==> config.mk <==
export PLATFORM = sky130hd
export DESIGN_NAME = bram_fill_ctrl_flat
export DESIGN_NICKNAME = d
export VERILOG_FILES = /design/src/rtl/sa_params_pkg.sv /design/src/rtl/bram_fill_ctrl_if.sv /design/src/rtl/bram_fill_ctrl.sv /design/src/flat_wrapper.sv
export SDC_FILE = /design/constraint.sdc
export NUM_CORES = 1
export LEC_CHECK = 0
export CAP_MARGIN = 10
export CORE_MARGIN = 2
export CORE_UTILIZATION = 47
export CTS_BUF_LIST = sky130_fd_sc_hd__clkbuf_8
export CTS_CLUSTER_SIZE = 28
export DETAILED_ROUTE_END_ITERATION = 16
export PLACE_DENSITY = 0.79
export SLEW_MARGIN = 20
export SYNTH_ARGS = -nofsm -noshare
export SYNTH_HDL_FRONTEND = slang
export SYNTH_SLANG_ARGS = --single-unit
==> constraint.sdc <==
create_clock -name clk -period 3.31 [get_ports clk]
set_clock_uncertainty 0.2 [all_clocks]
set_input_delay 0.331 -clock clk [delete_from_list [all_inputs] [get_ports clk]]
set_output_delay 0.331 -clock clk [all_outputs]
set_load 0.02 [all_outputs]
==> src/rtl/sa_params_pkg.sv <==
// Shared constants and the fill FSM state type for the stream-to-BRAM fill path.
package sa_params_pkg;
  localparam int AXI_DATA_WIDTH = 32;

  typedef enum logic [1:0] {
    S_IDLE,
    S_REQ,
    S_STREAM,
    S_WAIT_DONE
  } fill_state_e;
endpackage

==> src/rtl/bram_fill_ctrl_if.sv <==
// Upstream word stream plus the segment request/write handshake to the ping-pong buffer.
// master = fill controller side, slave = stream source and ping-pong buffer side.
interface bram_fill_ctrl_if #(
  parameter int DATA_W = 32,
  parameter int ADDR_W = 6
);
  logic [DATA_W-1:0] s_axis_tdata;
  logic              s_axis_tvalid;
  logic              s_axis_tlast;
  logic              s_axis_tready;
  logic [31:0]       seg_words;
  logic              fill_req;
  logic              fill_busy;
  logic              fill_we;
  logic [ADDR_W-1:0] fill_addr;
  logic [DATA_W-1:0] fill_wdata;
  logic              fill_done;

  modport master (
    input  s_axis_tdata, s_axis_tvalid, s_axis_tlast, fill_busy, fill_done,
    output s_axis_tready, seg_words, fill_req, fill_we, fill_addr, fill_wdata
  );

  modport slave (
    output s_axis_tdata, s_axis_tvalid, s_axis_tlast, fill_busy, fill_done,
    input  s_axis_tready, seg_words, fill_req, fill_we, fill_addr, fill_wdata
  );
endinterface

==> src/rtl/bram_fill_ctrl.sv <==
// Splits a stream of total_words into DEPTH-sized segments written into a ping-pong bank.
// Optional tlast consistency checking is enabled by defining FILL_TLAST_CHECK_EN.
module bram_fill_ctrl
  import sa_params_pkg::*;
#(
  parameter int DATA_W = AXI_DATA_WIDTH,
  parameter int DEPTH  = 64,
  parameter int ADDR_W = $clog2(DEPTH)
) (
  input  logic                clk,
  input  logic                rst,
  input  logic                start,
  input  logic [31:0]         total_words,
  output logic                busy,
  output logic                done,
  output logic                tlast_err,
  bram_fill_ctrl_if.master    bus
);

  fill_state_e state_q, state_d;
  logic [31:0] remaining_q;
  logic [31:0] wc_q;
  logic [31:0] seg_q;
  logic        busy_q;
  logic        done_q;
  logic        hs;

  assign hs            = (state_q == S_STREAM) && bus.s_axis_tvalid;
  assign busy          = busy_q;
  assign done          = done_q;
  assign bus.seg_words = seg_q;

  always_ff @(posedge clk) begin
    if (rst) state_q <= S_IDLE;
    else     state_q <= state_d;
  end

  always_comb begin
    state_d           = state_q;
    bus.fill_req      = 1'b0;
    bus.s_axis_tready = 1'b0;
    bus.fill_we       = 1'b0;
    bus.fill_addr     = '0;
    bus.fill_wdata    = '0;
    case (state_q)
      S_IDLE: begin
        if (start && (total_words != 32'd0)) state_d = S_REQ;
      end
      S_REQ: begin
        bus.fill_req = 1'b1;
        if (bus.fill_busy) state_d = S_STREAM;
      end
      S_STREAM: begin
        bus.s_axis_tready = 1'b1;
        bus.fill_we       = bus.s_axis_tvalid;
        bus.fill_addr     = wc_q[ADDR_W-1:0];
        bus.fill_wdata    = bus.s_axis_tdata;
        if (hs && (wc_q == seg_q - 32'd1)) state_d = S_WAIT_DONE;
      end
      S_WAIT_DONE: begin
        if (bus.fill_done) state_d = (remaining_q != 32'd0) ? S_REQ : S_IDLE;
      end
      default: state_d = S_IDLE;
    endcase
  end

  // seg_q is only loaded on the transitions into S_REQ so it stays stable for a whole segment
  always_ff @(posedge clk) begin
    if (rst) begin
      remaining_q <= '0;
      wc_q        <= '0;
      seg_q       <= '0;
      busy_q      <= 1'b0;
      done_q      <= 1'b0;
    end else begin
      done_q <= 1'b0;
      case (state_q)
        S_IDLE: begin
          if (start) begin
            remaining_q <= total_words;
            seg_q       <= (total_words > 32'(DEPTH)) ? 32'(DEPTH) : total_words;
            if (total_words == 32'd0) done_q <= 1'b1;
            else                      busy_q <= 1'b1;
          end
        end
        S_REQ: begin
          if (bus.fill_busy) wc_q <= '0;
        end
        S_STREAM: begin
          if (hs) begin
            wc_q <= wc_q + 32'd1;
            if (remaining_q != 32'd0) remaining_q <= remaining_q - 32'd1;
          end
        end
        S_WAIT_DONE: begin
          if (bus.fill_done) begin
            if (remaining_q != 32'd0) begin
              seg_q <= (remaining_q > 32'(DEPTH)) ? 32'(DEPTH) : remaining_q;
            end else begin
              busy_q <= 1'b0;
              done_q <= 1'b1;
            end
          end
        end
        default: ;
      endcase
    end
  end

`ifdef FILL_TLAST_CHECK_EN
  logic tlast_err_q;

  always_ff @(posedge clk) begin
    if (rst) begin
      tlast_err_q <= 1'b0;
    end else if (state_q == S_IDLE && start) begin
      tlast_err_q <= 1'b0;
    end else if (hs && (bus.s_axis_tlast != (remaining_q == 32'd1))) begin
      tlast_err_q <= 1'b1;
    end
  end

  assign tlast_err = tlast_err_q;
`else
  assign tlast_err = 1'b0;
`endif

endmodule

==> src/flat_wrapper.sv <==
// flat-port wrapper written by rule: the top's interface ports become plain ports
module bram_fill_ctrl_flat import sa_params_pkg::*;
#(
  parameter int DATA_W = AXI_DATA_WIDTH,
  parameter int DEPTH  = 64,
  parameter int ADDR_W = $clog2(DEPTH)
)
  (clk, rst, start, total_words, busy, done, tlast_err, bus_s_axis_tdata, bus_s_axis_tvalid, bus_s_axis_tlast, bus_fill_busy, bus_fill_done, bus_s_axis_tready, bus_seg_words, bus_fill_req, bus_fill_we, bus_fill_addr, bus_fill_wdata);
  bram_fill_ctrl_if #(.DATA_W(DATA_W), .ADDR_W(ADDR_W)) bus_i ();
  input  logic clk;
  input  logic rst;
  input  logic start;
  input  logic [31:0] total_words;
  output logic busy;
  output logic done;
  output logic tlast_err;
  input wire logic [$bits(bus_i.s_axis_tdata)-1:0] bus_s_axis_tdata;
  input wire logic [$bits(bus_i.s_axis_tvalid)-1:0] bus_s_axis_tvalid;
  input wire logic [$bits(bus_i.s_axis_tlast)-1:0] bus_s_axis_tlast;
  input wire logic [$bits(bus_i.fill_busy)-1:0] bus_fill_busy;
  input wire logic [$bits(bus_i.fill_done)-1:0] bus_fill_done;
  output wire logic [$bits(bus_i.s_axis_tready)-1:0] bus_s_axis_tready;
  output wire logic [$bits(bus_i.seg_words)-1:0] bus_seg_words;
  output wire logic [$bits(bus_i.fill_req)-1:0] bus_fill_req;
  output wire logic [$bits(bus_i.fill_we)-1:0] bus_fill_we;
  output wire logic [$bits(bus_i.fill_addr)-1:0] bus_fill_addr;
  output wire logic [$bits(bus_i.fill_wdata)-1:0] bus_fill_wdata;
  assign bus_i.s_axis_tdata = bus_s_axis_tdata;
  assign bus_i.s_axis_tvalid = bus_s_axis_tvalid;
  assign bus_i.s_axis_tlast = bus_s_axis_tlast;
  assign bus_i.fill_busy = bus_fill_busy;
  assign bus_i.fill_done = bus_fill_done;
  assign bus_s_axis_tready = bus_i.s_axis_tready;
  assign bus_seg_words = bus_i.seg_words;
  assign bus_fill_req = bus_i.fill_req;
  assign bus_fill_we = bus_i.fill_we;
  assign bus_fill_addr = bus_i.fill_addr;
  assign bus_fill_wdata = bus_i.fill_wdata;
  bram_fill_ctrl #(.DATA_W(DATA_W), .DEPTH(DEPTH), .ADDR_W(ADDR_W)) u_core (.clk(clk), .rst(rst), .start(start), .total_words(total_words), .busy(busy), .done(done), .tlast_err(tlast_err), .bus(bus_i));
endmodule
Word level (Yosys, flattened, before mapping)

Index checks and enable logic that the tools add are counted.

Order comparisons: 2
Multiplexer cells: 34
Add/sub/neg operators: 3
Equality and inequality tests: 14
Reductions and logical operators: 15

Operator list:

| kind                    | number |
|---|---|
| $mux W32                | 11 |
| $pmux W32 S2            | 3 |
| $gt A32 B7 Y1 const B   | 2 |
| $reduce_bool A32 Y1     | 2 |
| $sub A32 B1 Y32 const B | 2 |
| $add A32 B1 Y32 const B | 1 |
| $eq A32 B32 Y1          | 1 |
| $logic_not A32 Y1       | 1 |
| $ne A2 B2 Y1 const B    | 7 |
| $mux W1                 | 12 |
| $reduce_and A4 Y1       | 3 |
| $mux W2                 | 4 |
| $pmux W2 S4             | 1 |
| $mux W6                 | 1 |
| $ne A2 B1 Y1 const B    | 3 |
| $reduce_bool A2 Y1      | 3 |
| $reduce_and A5 Y1       | 1 |
| $eq A2 B2 Y1 const B    | 2 |
| $pmux W1 S2             | 2 |
| $logic_and A1 B1 Y1     | 3 |
| $reduce_and A3 Y1       | 1 |
| $eq A2 B1 Y1 const B    | 1 |
| $logic_not A2 Y1        | 1 |

Output and inout port bits: 76
Flip-flop bits (word level): 100
Input bits: 71
Word-level logic and storage cells: 74

Longest topological paths before layout

Gate-level depths: netlist (run 1).

Depth in word-level cells: 5
Mapped depth: 13
Gate-level depth less buffers: 11

Worst setup path after synthesis (run 1)

OpenSTA, ideal clock, no wires.

Kind: flip-flop to flip-flop
From: reg u_core.seg_q[2], in the netlist u_core.bus.seg_words[2]
To: reg u_core.state_q[0]
Data required time: 3015 ps
Setup time: 95 ps
Slack: 101 ps
Cell stages (with the launch flop): 12
Period minus slack after synthesis: 3209 ps
Path buffers: 2
Data arrival time: 2914 ps
Cells stage by stage: dfxtp_1 -> buf_6 -> or4_4 -> buf_6 -> nor4_4 -> nand3b_1 -> mux2i_1 -> nor4_1 -> nand4_1 -> o31ai_4 -> o2111ai_1 -> a221oi_1

Word-level cells in the longest chain between the ends: 5

Ends and longest elaborated chain:

| item                        | RTL line             | source |
|---|---|---|
| from (decl)                 | bram_fill_ctrl.sv:23 | `logic [31:0] seg_q;` |
| from (signal assigned)      | bram_fill_ctrl.sv:81 | `seg_q <= (total_words > 32'(DEPTH)) ? 32'(DEPTH) : total_words;` |
| from (signal assigned)      | bram_fill_ctrl.sv:98 | `seg_q <= (remaining_q > 32'(DEPTH)) ? 32'(DEPTH) : remaining_q;` |
| $sub A32 B1 Y32             | bram_fill_ctrl.sv:58 | `if (hs && (wc_q == seg_q - 32'd1)) state_d = S_WAIT_DONE;` |
| $eq A32 B32 Y1              | bram_fill_ctrl.sv:58 |  |
| $logic_and A1 B1 Y1         | bram_fill_ctrl.sv:58 |  |
| $ne A2 B2 Y1 (no line)      | -                    |  |
| $reduce_and A4 Y1 (no line) | -                    |  |
| to (signal assigned)        | bram_fill_ctrl.sv:35 | `else state_q <= state_d;` |
| to (decl)                   | bram_fill_ctrl.sv:20 | `fill_state_e state_q, state_d;` |

No other way between the ends.
A chain may end at the register's enable or synchronous reset.

Worst setup path in the final report (run 1)

From: reg u_core.seg_q[0], in the netlist u_core.bus.seg_words[0]
To: reg u_core.state_q[0]

Same word-level chain as after synthesis.

==> qor.yml, run 1 <==
flow_run:
  drv_cap: 0
timing:
  period_share_pct: 97.9
  relSlewSlack_pct: 35.3
  fmax_mhz: 309
  slew_viol_final: 0
  finalSetupViolations: 0
  finalCriticalPeriod_ns: 3.24
  fin_ws_ns: 0.0697
  hold_viol_final: 0
  grt_setup_unrepaired: "true"
  tightest_slew_ns: 0.967
yosys:
  ys_warn_count: 0
  syn-num-nets: 885
  synth.distinct_cells: 70
  yosysSeqAreaShare_pct: 32.1
  synth_seq_cells: 100
  synth_edf_count: 0
  synthArstFlopShare_pct: 0
  synth_ff_type: "dfxtp_1"
  synth_area_per_cell_sq_um: 7.74
  syn_inst: 807
  synthesis.area_sq_mm: 0.00625
min_path:
  hold_path_end: "u_core.wc_q[10]"
  holdCritPathClass: "in -> reg"
  min_from: "rst"
  whs_path_depth: 3
setup_path:
  cp-end-kind: "flip-flop"
  worstPathCellList: "inv_1 > ha_1 > or2b_1 > nor4_4 > buf_4 > buf_4 > or4_2 > a31oi_1 > o32ai_2 > o31ai_4 > o2111ai_1 > a221oi_1"
  cp_data_required_time_ns: 3.40
  r2r-start: "u_core.bus.seg_words[0]"
  rrSetupSlack_ns: 0.07
  rr_endpoint: "u_core.state_q[0]"
  slowest_stage: "or4_2"
  crit_type: "reg -> reg"
  worst-path-buf-inv: 3
  worstSetupStartpointType: "flip-flop"
  startpoint: "u_core.bus.seg_words[0]"
  crit_fanout: 4
  rr_worst_depth: 12
  critPathMaxStageDelay_ns: 0.60
  crit_family: "compound AO/OA/AOI/OAI gates"
  arrival_ns: 3.33
  cp_common_cell: "buf_4"
global_route:
  grt_pass1_wl_um: 27900
  grt_usage_pct: 24.0
  antenna_found_initial: 0
  grt_pass1_vias: 5626
  grt_max_degree: 57
  use_met2_pct: 40.8
  met3_usage_pct: 4.89
  globalRouteMet1Util_pct: 31.2
  busiest_layer: "met2"
  grt-ovfl-total: 0
outcome:
  outcome: "finished, final reports clean"
routing:
  via_per_inst: 5.52
  firstDrtPassIters: 7
  ant_nets: 0
  wl_per_cell_um: 14.9
  totalWireLength_um: 17000
  vias: 6283
  drtIter0Drc: 431
  drc: 0
place:
  place_inst: 1121
  preCtsSetupSlack_ns: 0.101
  place.gp.congestion: 0.891
  hpwl_um: 12800
  port_buffers: 144
clock_tree:
  hold_buffers: 0
  cts_buffers: 9
  clkLatencyLatePin_ns: 0.38
  cts_tree: "done"
  root_buffer: "clkbuf_8"
  clkTransAtPathRegs_ns: 0.10
  htreeDepth: 3
  cts_buffer_depth: 2
  cts.sinks: 100
finish:
  multi_input_area_sq_mm: 0.00400
  area_delta_synth_final_pct: 33.0
  drive_above_1_share_pct: 8.11
  finalNetCount: 1036
  fill_cells: 1109
  fin_cells: 1138
  seqCellArea_sq_mm: 0.00200
  diodes: 0
  final_util_pct: 63.5
floorplanning:
  die_h_um: 119
  die-area_sq_mm: 0.0142
  rows: 42
  die_w_um: 119
  start_util_pct: 47.7
  fp.coreArea_sq_mm: 0.0131
  io_pins: 147
pwr:
  vdd_drop_max_mv: 0.496
  power_per_cell_area_mw_per_mm2: 776
  p_leak_uw: 0.00304
  total_power_uw: 6450
## sequential cells by signal (all words and copies together), names as in the netlist
name	flops
u_core.bus.seg_words	32
u_core.remaining_q	32
u_core.wc_q	32
u_core.state_q	2
u_core.busy	1
u_core.done	1
## worst max path at each step
| stage | endpoint | cells past startpoint |
|---|---|---|
| 3_3_place_gp | u_core.state_q[0] | 9 |
| 4_1_cts | u_core.state_q[0] | 9 |
| 5_1_grt | u_core.state_q[0] | 9 |
| 6_report | u_core.state_q[0] | 12 |
| 3_5_place_dp | u_core.state_q[0] | 9 |
| 2_1_floorplan | u_core.state_q[0] | 11 |
## stage by stage
stage          hold slack (ns)  setup TNS [ns]  cell area, sq um
2_1_floorplan            0.256               0              6250
3_3_place_gp             0.271               0              8050
6_report                 0.301               0              8310
5_1_grt                  0.308         -0.0103              8310
3_5_place_dp             0.291               0              8050
4_1_cts                  0.291               0              8290
## placed cells by master (no fill, tap or decap), types with 3 or more instances in the layout
| master | count |
|---|---|
| o2bb2ai_1 | 3 |
| nand2_1 | 83 |
| clkdlybuf4s50_1 | 143 |
| and4_1 | 3 |
| inv_1 | 15 |
| nand2b_1 | 4 |
| xnor2_1 | 40 |
| o41ai_1 | 3 |
| nand4_1 | 17 |
| nor2b_1 | 6 |
| a31oi_1 | 5 |
| xor2_1 | 28 |
| a211o_1 | 3 |
| o31ai_1 | 8 |
| nor2_1 | 92 |
| nand4b_1 | 4 |
| or3_1 | 11 |
| nor4_1 | 19 |
| and3_1 | 7 |
| nand3_1 | 20 |
| clkbuf_8 | 10 |
| o32ai_1 | 4 |
| nor3_1 | 26 |
| o21ai_0 | 27 |
| dfxtp_1 | 100 |
| buf_4 | 42 |
| a22oi_1 | 13 |
| o2111ai_1 | 3 |
| nand3b_1 | 7 |
| ha_1 | 6 |
| mux2i_1 | 5 |
| or4_1 | 5 |
| and2_1 | 69 |
| a211oi_1 | 27 |
| nor3b_1 | 3 |
| bufinv_16 | 3 |
| o22ai_1 | 12 |
| a21oi_1 | 41 |
## layout make-up
type | instances | share of cell area (%)
Inverter | 14 | 0.632
Tap cell | 176 | 2.65
Clock inverter | 5 | 1.22
Clock buffer | 10 | 1.66
Sequential cell | 100 | 24.1
Timing Repair Buffer | 188 | 21.6
Multi-Input combinational cell | 645 | 48.2
## kinds of logic (layout without fill, tap and decap cells)
family | count (synthesis) | in the layout | synth area share [%]
AND/OR/NAND/NOR | 396 | 396 | 33.5
AO/OA/AOI/OAI | 167 | 167 | 18.1
flip-flops | 100 | 100 | 32.1
XOR/XNOR | 68 | 68 | 9.54
buffers and inverters | 62 | 217 | 4.37
adder cells (fa/ha/maj) | 7 | 7 | 1.40
multiplexers | 6 | 6 | 0.982
other | 1 | 1 | 0.0600
## per-layer routing
layer | part of all wire, % | routed length (um) | vias up
met5 | 0 | 0 | -
li1 | - | - | 3194
met3 | 5.5 | 943 | 18
met4 | 1.5 | 263 | 0
met2 | 49 | 8290 | 197
met1 | 44 | 7500 | 2874
## worst min-delay path: stages
cell and delay (ns):
buf_2 0.11, a21o_1 0.33, a21oi_1 0.06
## Yosys cell counts (3+ instances only)
| cell | count | area [sq um] |
|---|---|---|
| buf_4 | 3 | 22.5 |
| nand3_1 | 20 | 100 |
| dfxtp_1 | 100 | 2000 |
| and3_1 | 7 | 43.8 |
| a22oi_1 | 13 | 97.6 |
| clkbuf_1 | 39 | 146 |
| o2bb2ai_1 | 3 | 26.3 |
| o32ai_1 | 4 | 35.0 |
| xnor2_1 | 40 | 350 |
| o31ai_1 | 8 | 60.1 |
| a211oi_1 | 29 | 218 |
| or3_1 | 11 | 68.8 |
| a211o_1 | 3 | 26.3 |
| nand4b_1 | 4 | 35.0 |
| buf_6 | 3 | 33.8 |
| nor4_1 | 19 | 119 |
| nand2b_1 | 4 | 25.0 |
| nand4_1 | 17 | 106 |
| and4_1 | 3 | 26.3 |
| nor2b_1 | 6 | 37.5 |
| o22ai_1 | 12 | 75.1 |
| nor2_1 | 92 | 345 |
| mux2i_1 | 5 | 50.1 |
| nand2_1 | 83 | 312 |
| xor2_1 | 28 | 245 |
| a31oi_1 | 5 | 31.3 |
| ha_1 | 7 | 87.6 |
| nor3_1 | 26 | 130 |
| a21oi_1 | 41 | 205 |
| nand3b_1 | 7 | 52.6 |
| o41ai_1 | 3 | 26.3 |
| o21ai_0 | 27 | 135 |
| or4_1 | 5 | 37.5 |
| inv_1 | 14 | 52.6 |
| nor3b_1 | 3 | 22.5 |
| and2_1 | 69 | 432 |
| o2111ai_1 | 3 | 26.3 |
| or4_2 | 3 | 26.3 |
## where the power goes
| group | leakage (uW) | internal, uW | total (uW) | switching [uW] |
|---|---|---|---|---|
| logic | 0.00211 | 1730 | 3870 | 2140 |
| registers | 0.000814 | 1420 | 1650 | 233 |
| clock network | 0.000120 | 516 | 926 | 410 |
## repair_timing
action                     in CTS  in global routing
buffers inserted                0                  2
gates resized for setup         0                  1
setup endpoints to repair       0                  1
Note: power is estimated with default switching activity, not from simulation.
==> inputs of run 2 (changes only) <==
- CELL_PAD_IN_SITES_DETAIL_PLACEMENT: unset -> 0
- CELL_PAD_IN_SITES_GLOBAL_PLACEMENT: unset -> 1
- CORE_UTILIZATION: 47 -> 34
- PLACE_DENSITY: 0.79 -> unset
- PLACE_DENSITY_LB_ADDON: unset -> 0.1
==> run 2 against run 1 <==
  * Clock-buffer cell count stayed put
  * Non-clock buffer count is 6 higher
  * Register-to-register slack hardly changed
  * Hold slack worse by 0.16 ns
  * Critical path type unchanged
  * Critical endpoint unchanged
  * Largest cell class unchanged
  * Largest power group unchanged
==> qor.yml, run 2 (synthesis gave the netlist of run 1 again) <==
setup_path:
  startpoint: "u_core.bus.seg_words[0]"
  worstSetupStartpointType: "flip-flop"
  worstSetupEndpoint: "u_core.state_q[0]"
  crit_type: "reg -> reg"
  cp_data_required_time_ns: 3.42
  rrSetupSlack_ns: 0.07
  arrival_ns: 3.36
  rr_worst_depth: 12
  r2r-start: "u_core.bus.seg_words[0]"
  cp-end-kind: "flip-flop"
  crit_fanout: 6
  rr_endpoint: "u_core.state_q[0]"
floorplanning:
  die-area_sq_mm: 0.0195
  die_h_um: 140
  fp.coreArea_sq_mm: 0.0180
  io_pins: 147
  rows: 49
  die_w_um: 140
  start_util_pct: 34.7
timing:
  relSlewSlack_pct: 47.9
  hold_viol_final: 0
  fmax_mhz: 308
  finalSetupViolations: 0
  tightest_slew_ns: 0.781
  finalCriticalPeriod_ns: 3.24
  slew_viol_final: 0
  grt_setup_unrepaired: "true"
  fin_tns_setup_ns: 0
  period_share_pct: 98.0
  fin_ws_ns: 0.0666
routing:
  wl_per_cell_um: 16.2
  met3_wirelength_um: 918
  top_layer_used: "met4"
  firstDrtPassIters: 5
  totalWireLength_um: 19400
  via_per_inst: 5.30
  drtIter0Drc: 262
  ant_nets: 0
  drc: 0
  wl_met1_um: 8790
  wl_met2_um: 9280
  vias: 6345
global_route:
  grt_usage_pct: 19.8
  grt_max_degree: 89
  grt_pass1_vias: 6061
  antenna_found_initial: 0
  grt_pass1_wl_um: 31400
  grt-ovfl-total: 0
place:
  place.gp.congestion: 0.867
  port_buffers: 144
  preCtsSetupSlack_ns: 0.0115
  hpwl_um: 14700
finish:
  diodes: 0
  finalNetCount: 1042
  multi_input_area_sq_mm: 0.00407
  drive_above_1_share_pct: 10.3
  fill_cells: 1779
  final_cell_mix: "143 x clkdlybuf4s50_1, 97 x dfxtp_1, 92 x nor2_1, 82 x nand2_1, 69 x and2_1"
  area_delta_synth_final_pct: 35.6
  seqCellArea_sq_mm: 0.00201
  mostFrequentLayoutCell: "clkdlybuf4s50_1"
  final_util_pct: 47.0
outcome:
  outcome: "finished, final reports clean"
flow_run:
  drv_cap: 0
clock_tree:
  cts_buffer_depth: 2
  cts_buffers: 9
  cts.sinks: 100
  clkTransAtPathRegs_ns: 0.10
  cts_tree: "done"
  clkLatencyLatePin_ns: 0.39
  htreeDepth: 3
  root_buffer: "clkbuf_8"
min_path:
  holdCritPathClass: "in -> reg"
pwr:
  p_leak_uw: 0.00308
  power_per_cell_area_mw_per_mm2: 774
  vdd_drop_max_mv: 0.375
run 2: worst min-delay path by stage:
stage,start,to,slack [ns],cells after the start
global route,rst,u_core.remaining_q[17],0.15,2
finish,rst,u_core.remaining_q[17],0.14,2
CTS,rst,u_core.remaining_q[22],0.12,2
detailed placement,u_core.remaining_q[19],u_core.remaining_q[19],0.28,2
floorplan,u_core.remaining_q[22],u_core.remaining_q[22],0.26,2
global placement,u_core.remaining_q[19],u_core.remaining_q[19],0.28,2
run 2: final cells by class:
| class | instances | area share [%] |
|---|---|---|
| clock buffers | 10 | 1.62 |
| inverters | 14 | 0.620 |
| clock inverters | 6 | 0.473 |
| well taps | 229 | 3.38 |
| repair buffers | 194 | 22.1 |
| multi-input cells | 645 | 48.1 |
| flip-flops and latches | 100 | 23.7 |
run 2: per-stage QoR:
step | cells | hold WS, ns | cell area (sq um) | power (uW)
floorplan | 807 | 0.256 | 6250 | 4250
detailed placement | 1179 | 0.281 | 8180 | 5620
global route | 1198 | 0.154 | 8470 | 7100
global placement | 1179 | 0.283 | 8180 | 5530
CTS | 1197 | 0.125 | 8400 | 6480
finish | 1198 | 0.142 | 8470 | 6550
run 2: per-layer routing:
| layer | up-vias | track usage, % |
|---|---|---|
| li1 | 3199 | - |
| met1 | 2968 | 25.4 |
| met2 | 156 | 33.5 |
| met3 | 22 | 3.89 |
| met4 | 0 | 6.37 |
| met5 | - | 0 |
run 2: worst max-delay path, cell delays in order (launching register included):
cell	delay (ns)
dfxtp_4	0.38
inv_1	0.05
ha_1	0.20
or2b_1	0.23
nor4_4	0.07
buf_4	0.14
buf_4	0.14
or4_2	0.62
a31oi_2	0.23
o32ai_2	0.15
o31ai_4	0.31
o2111ai_2	0.17
a221oi_2	0.27
run 2: where the power goes:
group	total (uW)	internal [uW]	switching, uW	leakage [uW]
registers	1680	1430	251	0.000816
logic	4120	1840	2270	0.00217
clock network	756	295	461	0.0000978
total	6550	3570	2990	0.00308
run 2: what timing repair did:
action                                  in CTS  in global routing
buffers inserted                             2                  1
pin swaps                                    6                  7
hold buffers                                 0                  0
endpoints found under the setup margin      21                 23
resized for setup                            7                 15
